## config.mk

```make
export PLATFORM = sky130hd
export DESIGN_NAME = pc_sequencer
export DESIGN_NICKNAME = d
export VERILOG_FILES = /design/src/rtl/pc_seq_pkg.sv /design/src/rtl/pc_sequencer.sv
export SDC_FILE = /design/constraint.sdc
export NUM_CORES = 1
export LEC_CHECK = 0
export CAP_MARGIN = 10
export CORE_AREA = 2 2 48 50
export CTS_BUF_LIST = sky130_fd_sc_hd__clkbuf_8 sky130_fd_sc_hd__clkbuf_16
export DETAILED_ROUTE_END_ITERATION = 10
export DIE_AREA = 0 0 50 52
export PLACE_DENSITY_LB_ADDON = 0.2
export SLEW_MARGIN = 10
export SYNTH_ARGS = -nofsm -noshare
export SYNTH_HDL_FRONTEND = slang
export SYNTH_SLANG_ARGS = --single-unit
```

## constraint.sdc

```tcl
create_clock -name clk -period 1.55 [get_ports clk]
set_input_delay 0.31 -clock clk [delete_from_list [all_inputs] [get_ports clk]]
set_output_delay 0.31 -clock clk [all_outputs]
set_load 0.02 [all_outputs]
```

## src/rtl/pc_seq_pkg.sv

```systemverilog
// Shared definitions for the instruction-cycle sequencer: state encoding,
// AR source selects, opcode constants and register-reference bit positions.
// Optional build macro: PC_SEQ_INTERRUPT_EN adds the interrupt entry states.
package pc_seq_pkg;

   typedef enum logic [3:0] {
      S_IDLE,
      S_FETCH_AR,
      S_FETCH_RD,
      S_DECODE,
      S_INDIRECT,
      S_BR_BUN,
      S_BSA_WR,
      S_BSA_JMP,
      S_EXEC,
      S_HALT
`ifdef PC_SEQ_INTERRUPT_EN
      , S_INT_AR
      , S_INT_WR
      , S_INT_INC
`endif
   } state_t;

   // AR source selects
   localparam logic [1:0] AR_SEL_PC   = 2'd0;
   localparam logic [1:0] AR_SEL_IR   = 2'd1;
   localparam logic [1:0] AR_SEL_MEM  = 2'd2;
   localparam logic [1:0] AR_SEL_ZERO = 2'd3;

   // Opcodes handled locally
   localparam logic [2:0] OP_BUN = 3'd4;
   localparam logic [2:0] OP_BSA = 3'd5;
   localparam logic [2:0] OP_REG = 3'd7;

   // Register-reference bit positions in IR[11:0]
   localparam int RR_HLT = 0;
   localparam int RR_SZE = 1;
   localparam int RR_SZA = 2;
   localparam int RR_SNA = 3;
   localparam int RR_SPA = 4;

   // I/O bit positions in IR[11:0]
   localparam int IO_IOF = 6;
   localparam int IO_ION = 7;

   // Memory-reference dispatch once the effective address is in AR
   function automatic state_t dispatch(input logic [2:0] op);
      case (op)
         OP_BUN:  return S_BR_BUN;
         OP_BSA:  return S_BSA_WR;
         default: return S_EXEC;
      endcase
   endfunction

endpackage

```

## src/rtl/pc_sequencer.sv

```systemverilog
// Instruction-cycle controller: walks PC/AR/IR and the memory port through
// fetch, decode, indirect and branch phases; other instructions are handed
// to the datapath over exec_start/exec_done.
// Optional build macro: PC_SEQ_INTERRUPT_EN (IEN flop, fgi/fgo, INT states).
module pc_sequencer #(
   parameter int ADDR_W = 12
) (
   input  logic              clk,
   input  logic              rst_n,
   input  logic              run,
   output logic              halted,
   output logic              mem_req,
   output logic              mem_we,
   input  logic              mem_ack,
   output logic              mem_wsel,
   output logic              ar_load,
   output logic              ar_inc,
   output logic [1:0]        ar_sel,
   output logic              ir_load,
   output logic              pc_load,
   output logic              pc_inc,
   output logic              pc_clr,
   input  logic              ir_i,
   input  logic [2:0]        ir_op,
   input  logic [ADDR_W-1:0] ir_low,
   input  logic              ac_sign,
   input  logic              ac_zero,
   input  logic              e_zero,
   output logic              exec_start,
   input  logic              exec_done,
   input  logic              skip_req
`ifdef PC_SEQ_INTERRUPT_EN
   ,
   input  logic              fgi,
   input  logic              fgo,
   output logic              ien
`endif
);
   import pc_seq_pkg::*;

   // Register-reference bits decoded here (HLT and the four skips)
   localparam logic [ADDR_W-1:0] RR_KNOWN = ADDR_W'(32'h1F);

   state_t            state, next_state;
   logic              exec_started;
   logic              halt_armed;
   logic              skip_cond;
   logic [ADDR_W-1:0] rr_rest;

   assign skip_cond = (ir_low[RR_SPA] & ~ac_sign) | (ir_low[RR_SNA] & ac_sign) |
                      (ir_low[RR_SZA] & ac_zero)  | (ir_low[RR_SZE] & e_zero);
   assign rr_rest   = ir_low & ~RR_KNOWN;

`ifdef PC_SEQ_INTERRUPT_EN
   // ION/IOF are consumed here; anything else in an I/O word goes to EXEC
   localparam logic [ADDR_W-1:0] IO_KNOWN = ADDR_W'(32'hC0);
   logic              ien_q, ien_set, ien_clr;
   logic [ADDR_W-1:0] io_rest;
   assign io_rest = ir_low & ~IO_KNOWN;
   assign ien     = ien_q;

   // Interrupt enable flop; clear wins over set
   always_ff @(posedge clk or negedge rst_n) begin
      if (!rst_n)       ien_q <= 1'b0;
      else if (ien_clr) ien_q <= 1'b0;
      else if (ien_set) ien_q <= 1'b1;
   end
`endif

   // State register
   always_ff @(posedge clk or negedge rst_n) begin
      if (!rst_n) state <= S_IDLE;
      else        state <= next_state;
   end

   // EXEC entry marker (exec_start only on the first EXEC cycle) and HALT
   // re-arm (run must be seen low before a rising level resumes)
   always_ff @(posedge clk or negedge rst_n) begin
      if (!rst_n) begin
         exec_started <= 1'b0;
         halt_armed   <= 1'b0;
      end else begin
         exec_started <= (state == S_EXEC);
         halt_armed   <= (state == S_HALT) && (halt_armed || !run);
      end
   end

   // Next-state and control decode
   always_comb begin
      next_state = state;
      halted     = 1'b0;
      mem_req    = 1'b0;
      mem_we     = 1'b0;
      mem_wsel   = 1'b0;
      ar_load    = 1'b0;
      ar_inc     = 1'b0;
      ar_sel     = AR_SEL_PC;
      ir_load    = 1'b0;
      pc_load    = 1'b0;
      pc_inc     = 1'b0;
      pc_clr     = 1'b0;
      exec_start = 1'b0;
`ifdef PC_SEQ_INTERRUPT_EN
      ien_set    = 1'b0;
      ien_clr    = 1'b0;
`endif
      case (state)
         S_IDLE: if (run) next_state = S_FETCH_AR;
         S_FETCH_AR: begin
            if (!run) next_state = S_IDLE;
`ifdef PC_SEQ_INTERRUPT_EN
            else if (ien_q && (fgi || fgo)) next_state = S_INT_AR;
`endif
            else begin
               ar_load    = 1'b1;
               ar_sel     = AR_SEL_PC;
               next_state = S_FETCH_RD;
            end
         end
         S_FETCH_RD: begin
            mem_req = 1'b1;
            if (mem_ack) begin
               ir_load    = 1'b1;
               pc_inc     = 1'b1;
               next_state = S_DECODE;
            end
         end
         S_DECODE: begin
            if (ir_op != OP_REG) begin
               ar_load    = 1'b1;
               ar_sel     = AR_SEL_IR;
               next_state = ir_i ? S_INDIRECT : dispatch(ir_op);
            end else if (!ir_i) begin
               if (ir_low[RR_HLT]) next_state = S_HALT;
               else begin
                  pc_inc     = skip_cond;
                  next_state = (|rr_rest) ? S_EXEC : S_FETCH_AR;
               end
            end else begin
`ifdef PC_SEQ_INTERRUPT_EN
               ien_set    = ir_low[IO_ION];
               ien_clr    = ir_low[IO_IOF];
               next_state = (|io_rest) ? S_EXEC : S_FETCH_AR;
`else
               next_state = S_EXEC;
`endif
            end
         end
         S_INDIRECT: begin
            mem_req = 1'b1;
            if (mem_ack) begin
               ar_load    = 1'b1;
               ar_sel     = AR_SEL_MEM;
               next_state = dispatch(ir_op);
            end
         end
         S_BR_BUN: begin
            pc_load    = 1'b1;
            next_state = S_FETCH_AR;
         end
         S_BSA_WR: begin
            mem_req = 1'b1;
            mem_we  = 1'b1;
            if (mem_ack) begin
               ar_inc     = 1'b1;
               next_state = S_BSA_JMP;
            end
         end
         S_BSA_JMP: begin
            pc_load    = 1'b1;
            next_state = S_FETCH_AR;
         end
         S_EXEC: begin
            exec_start = !exec_started;
            if (exec_done && exec_started) begin
               pc_inc     = skip_req;
               next_state = S_FETCH_AR;
            end
         end
         S_HALT: begin
            halted = 1'b1;
            if (halt_armed && run) next_state = S_FETCH_AR;
         end
`ifdef PC_SEQ_INTERRUPT_EN
         S_INT_AR: begin
            ar_load    = 1'b1;
            ar_sel     = AR_SEL_ZERO;
            next_state = S_INT_WR;
         end
         S_INT_WR: begin
            mem_req = 1'b1;
            mem_we  = 1'b1;
            if (mem_ack) begin
               pc_clr     = 1'b1;
               next_state = S_INT_INC;
            end
         end
         S_INT_INC: begin
            pc_inc     = 1'b1;
            ien_clr    = 1'b1;
            next_state = S_FETCH_AR;
         end
`endif
         default: next_state = S_IDLE;
      endcase
   end

endmodule
```

==> flow_summary_export.csv <==
group,metric,value,unit
routing,drc,0,
finish,drive_above_1_share,53.8,%
routing,viasPerCell,5.23,
global_route,grt_max_degree,14,
synthesis,post-synth-top-area-cell,"sky130_fd_sc_hd__dfrtp_1",
finish,area_growth_syn_to_layout,132,%
synthesis,synth-xor-area-share,1.29,%
die,die_y,52,um
die,number_of_placement_rows,17,
finish,most-common-layout-cells,"sky130_fd_sc_hd__buf_4, sky130_fd_sc_hd__clkdlybuf4s50_1, sky130_fd_sc_hd__buf_6",
clocking,cts_htree_levels,1,
die,starting_density_of_the_core,32.3,%
synthesis,synthesis.area_per_instance,7.91,um^2
placement,io_buffers,35,
clocking,cts_buffers,3,
setup_path,crit-reg2reg-launch,"state[1]$_DFFE_PN0P_",
die,design.core.area,2110,um^2
status,result_of_the_run,"finished, violations left",
synthesis,post_synth_fa_ha_maj_area_fraction,0,%
clocking,tritoncts_clock_tree,"built",
power_and_ir_drop,power.density_cell_area,1470,nW/um^2
sta,fin_worst_hold_slack,325,ps
routing,drtPass1Iterations,4,
placement,placedCellCount,171,
synthesis,synth_simple_gate_area_share,37.5,%
setup_path,critPathCaptureType,"primary output",
routing,dr_total_vias,972,
global_route,antenna_violations_before_repair,0,
setup_path,worst-path-max-fanout,4,
setup_path,r2r_end,"state[0]$_DFFE_PN0P_",
sta,post-route-worst-setup-slack,-335,ps
setup_path,timing.critical_path.required,1240,ps
die,fp.dieW,50,um
finish,commonest_non_fill_non_tap_cell_in_the_layout,"sky130_fd_sc_hd__buf_4",
status,failed_checks,"setup timing",
sta,finalHoldViolations,0,
power_and_ir_drop,leakage,0.696,nW
clocking,cts_sinks,6,
power_and_ir_drop,post-layout-total-power,2.32,mW
synthesis,synth_top_area_share,22.1,%
finish,post_layout_instance_count_excluding_filler_cells,186,
setup_path,worstRegToRegCells,6,
synthesis,synth-edff-count,0,
finish,final_nets,184,
setup_path,critPathKind,"reg2out",
setup_path,ff2ff_setup_slack,-170,ps
synthesis,syn_area,681,um^2
synthesis,synth_cell_types,41,
global_route,grt.overflow.total,0,
power_and_ir_drop,power.ir.vdd_worst,0.00119,V
job,cap_violations,0,
sta,fin_crit,1880,ps
sta,setup_total_negative_slack,-2310,ps
finish,layout.area.seq,153,um^2
die,die_area,2600,um^2
finish,multi_input_comb_area,649,um^2
clocking,hold_buffers,0,
global_route,grt_pass1_vias,892,
finish,filler_cell_count,149,
die,top_level_ports,38,
sta,slew_violations,0,
placement,dpl.hpwl,1790,um
clocking,clkTransAtPathRegs,50,ps
sta,max_freq,0.531,GHz
finish,diode_insertion_count_for_antenna_repair,0,
global_route,grt_use_total,18.8,%
sta,worst_clock_skew,4.45,ps
synthesis,ys.flop_type,"sky130_fd_sc_hd__dfrtp_1",
placement,gpl.final_weighted_congestion,0.831,
routing,number_of_drc_markers_after_the_initial_detailed_route_iteration,34,
synthesis,post_synthesis_mux_area_share,1.65,%
sta,layout_worst_path_cycle_share,122,%
setup_path,critPathLaunchType,"flop",
clocking,clock_tree.buffer_depth,2,
sta,rsz0062_at_grt,"true",
synthesis,postSynthCellCount,86,
routing,route.detailed.wl_per_inst,14.7,um
global_route,global_route_wire_length_before_repair,3730,um
routing,detail_route_antenna_nets,0,
synthesis,netlist_top_cells_area,"sky130_fd_sc_hd__dfrtp_1, sky130_fd_sc_hd__nor3_1, sky130_fd_sc_hd__nor2b_1",
routing,routed_wl,2740,um
synthesis,synth_compound_area_share,28.9,%
synthesis,yosys_warnings,0,
clocking,clkLatencyLatePin,230,ps
synthesis,synth_seq_area_share,22.1,%
sta,timing.final.setup_violations,12,
synthesis,synth_top_family_by_area,"simple AND/OR/NAND/NOR gates",
clocking,cts_root_buf,"sky130_fd_sc_hd__clkbuf_8",
setup_path,critical_path_arrival,1570,ps
hold_path,hp-class,"in2async",
synthesis,flip_flop_and_latch_count_after_synthesis,6,
synthesis,async_reset_ff_share,100,%
placement,preCtsSetupSlack,-874,ps
-- registers in the layout (all words and copies together), names as in the netlist --
signal / cells
exec_started: 1
halt_armed: 1
state: 4
-- power by group --
part	internal [mW]	switching [mW]
registers	0.215	0.0720
clock network	0.172	0.0916
logic	0.952	0.816
-- cells by family after synthesis --
kind of cell,Yosys count
compound gates,24
xor+xnor,1
buf+inv,10
flops,6
mux,1
other cells,1
simple gates,43
-- worst max path at each step --
stage / start / endpoint / slack [ps] / depth (start not counted)
floorplan: state[2]$_DFFE_PN0P_ / pc_inc / -130 / 2
global placement: ir_i / pc_inc / -870 / 4
detailed placement: ir_i / pc_inc / -870 / 4
CTS: state[1]$_DFFE_PN0P_ / pc_inc / -320 / 4
global route: state[2]$_DFFE_PN0P_ / pc_inc / -370 / 3
finish: state[1]$_DFFE_PN0P_ / pc_inc / -330 / 4
-- layout make-up --
| type | count | share of cell area, % |
|---|---|---|
| Clock inverter | 1 | 0.238 |
| Inverter | 3 | 0.714 |
| Timing Repair Buffer | 74 | 43.3 |
| Sequential cell | 6 | 9.68 |
| Tap cell | 28 | 2.22 |
| Clock buffer | 3 | 2.62 |
| Multi-Input combinational cell | 71 | 41.2 |
-- cell usage after synthesis, types with 2 or more instances --
master                     n
sky130_fd_sc_hd__nor2b_1   5
sky130_fd_sc_hd__nand2b_1  4
sky130_fd_sc_hd__o31ai_1   2
sky130_fd_sc_hd__buf_2     2
sky130_fd_sc_hd__o21ai_0   3
sky130_fd_sc_hd__a21oi_1   2
sky130_fd_sc_hd__dfrtp_1   6
sky130_fd_sc_hd__nor2_1    8
sky130_fd_sc_hd__a41oi_1   3
sky130_fd_sc_hd__nand2_1   8
sky130_fd_sc_hd__a21boi_0  2
sky130_fd_sc_hd__inv_1     3
sky130_fd_sc_hd__nor3_1    7
sky130_fd_sc_hd__buf_4     4
-- critical path, stage by stage, from the launching register on --
cell	delay, ps
sky130_fd_sc_hd__dfrtp_2	410
sky130_fd_sc_hd__nand2_2	80
sky130_fd_sc_hd__or4_4	510
sky130_fd_sc_hd__o31ai_4	190
sky130_fd_sc_hd__buf_6	140
-- routing by layer --
layer  vias to the layer above  GRT usage (%)  wire length, um
met3                         6           2.01               96
met5                         -              0                0
met2                        34           34.6             1580
met4                         0           6.94               38
met1                       464           22.1             1020
li1                        468              -                -
-- through the flow --
step / instance area (um^2) / util [%]
detailed placement: 1290 / 61.4
CTS: 1430 / 67.7
global placement: 1290 / 61.4
finish: 1580 / 74.9
global route: 1580 / 74.9
floorplan: 744 / -
-- what timing repair did --
item / 4_1_cts / 5_1_grt
setup endpoints to repair: 13 / 14
setup buffers: 5 / 10
pin swaps: 7 / 14
gates resized for setup: 75 / 31
endpoints found under the hold margin: 0 / 0
Note: power is estimated with default switching activity, not from simulation.
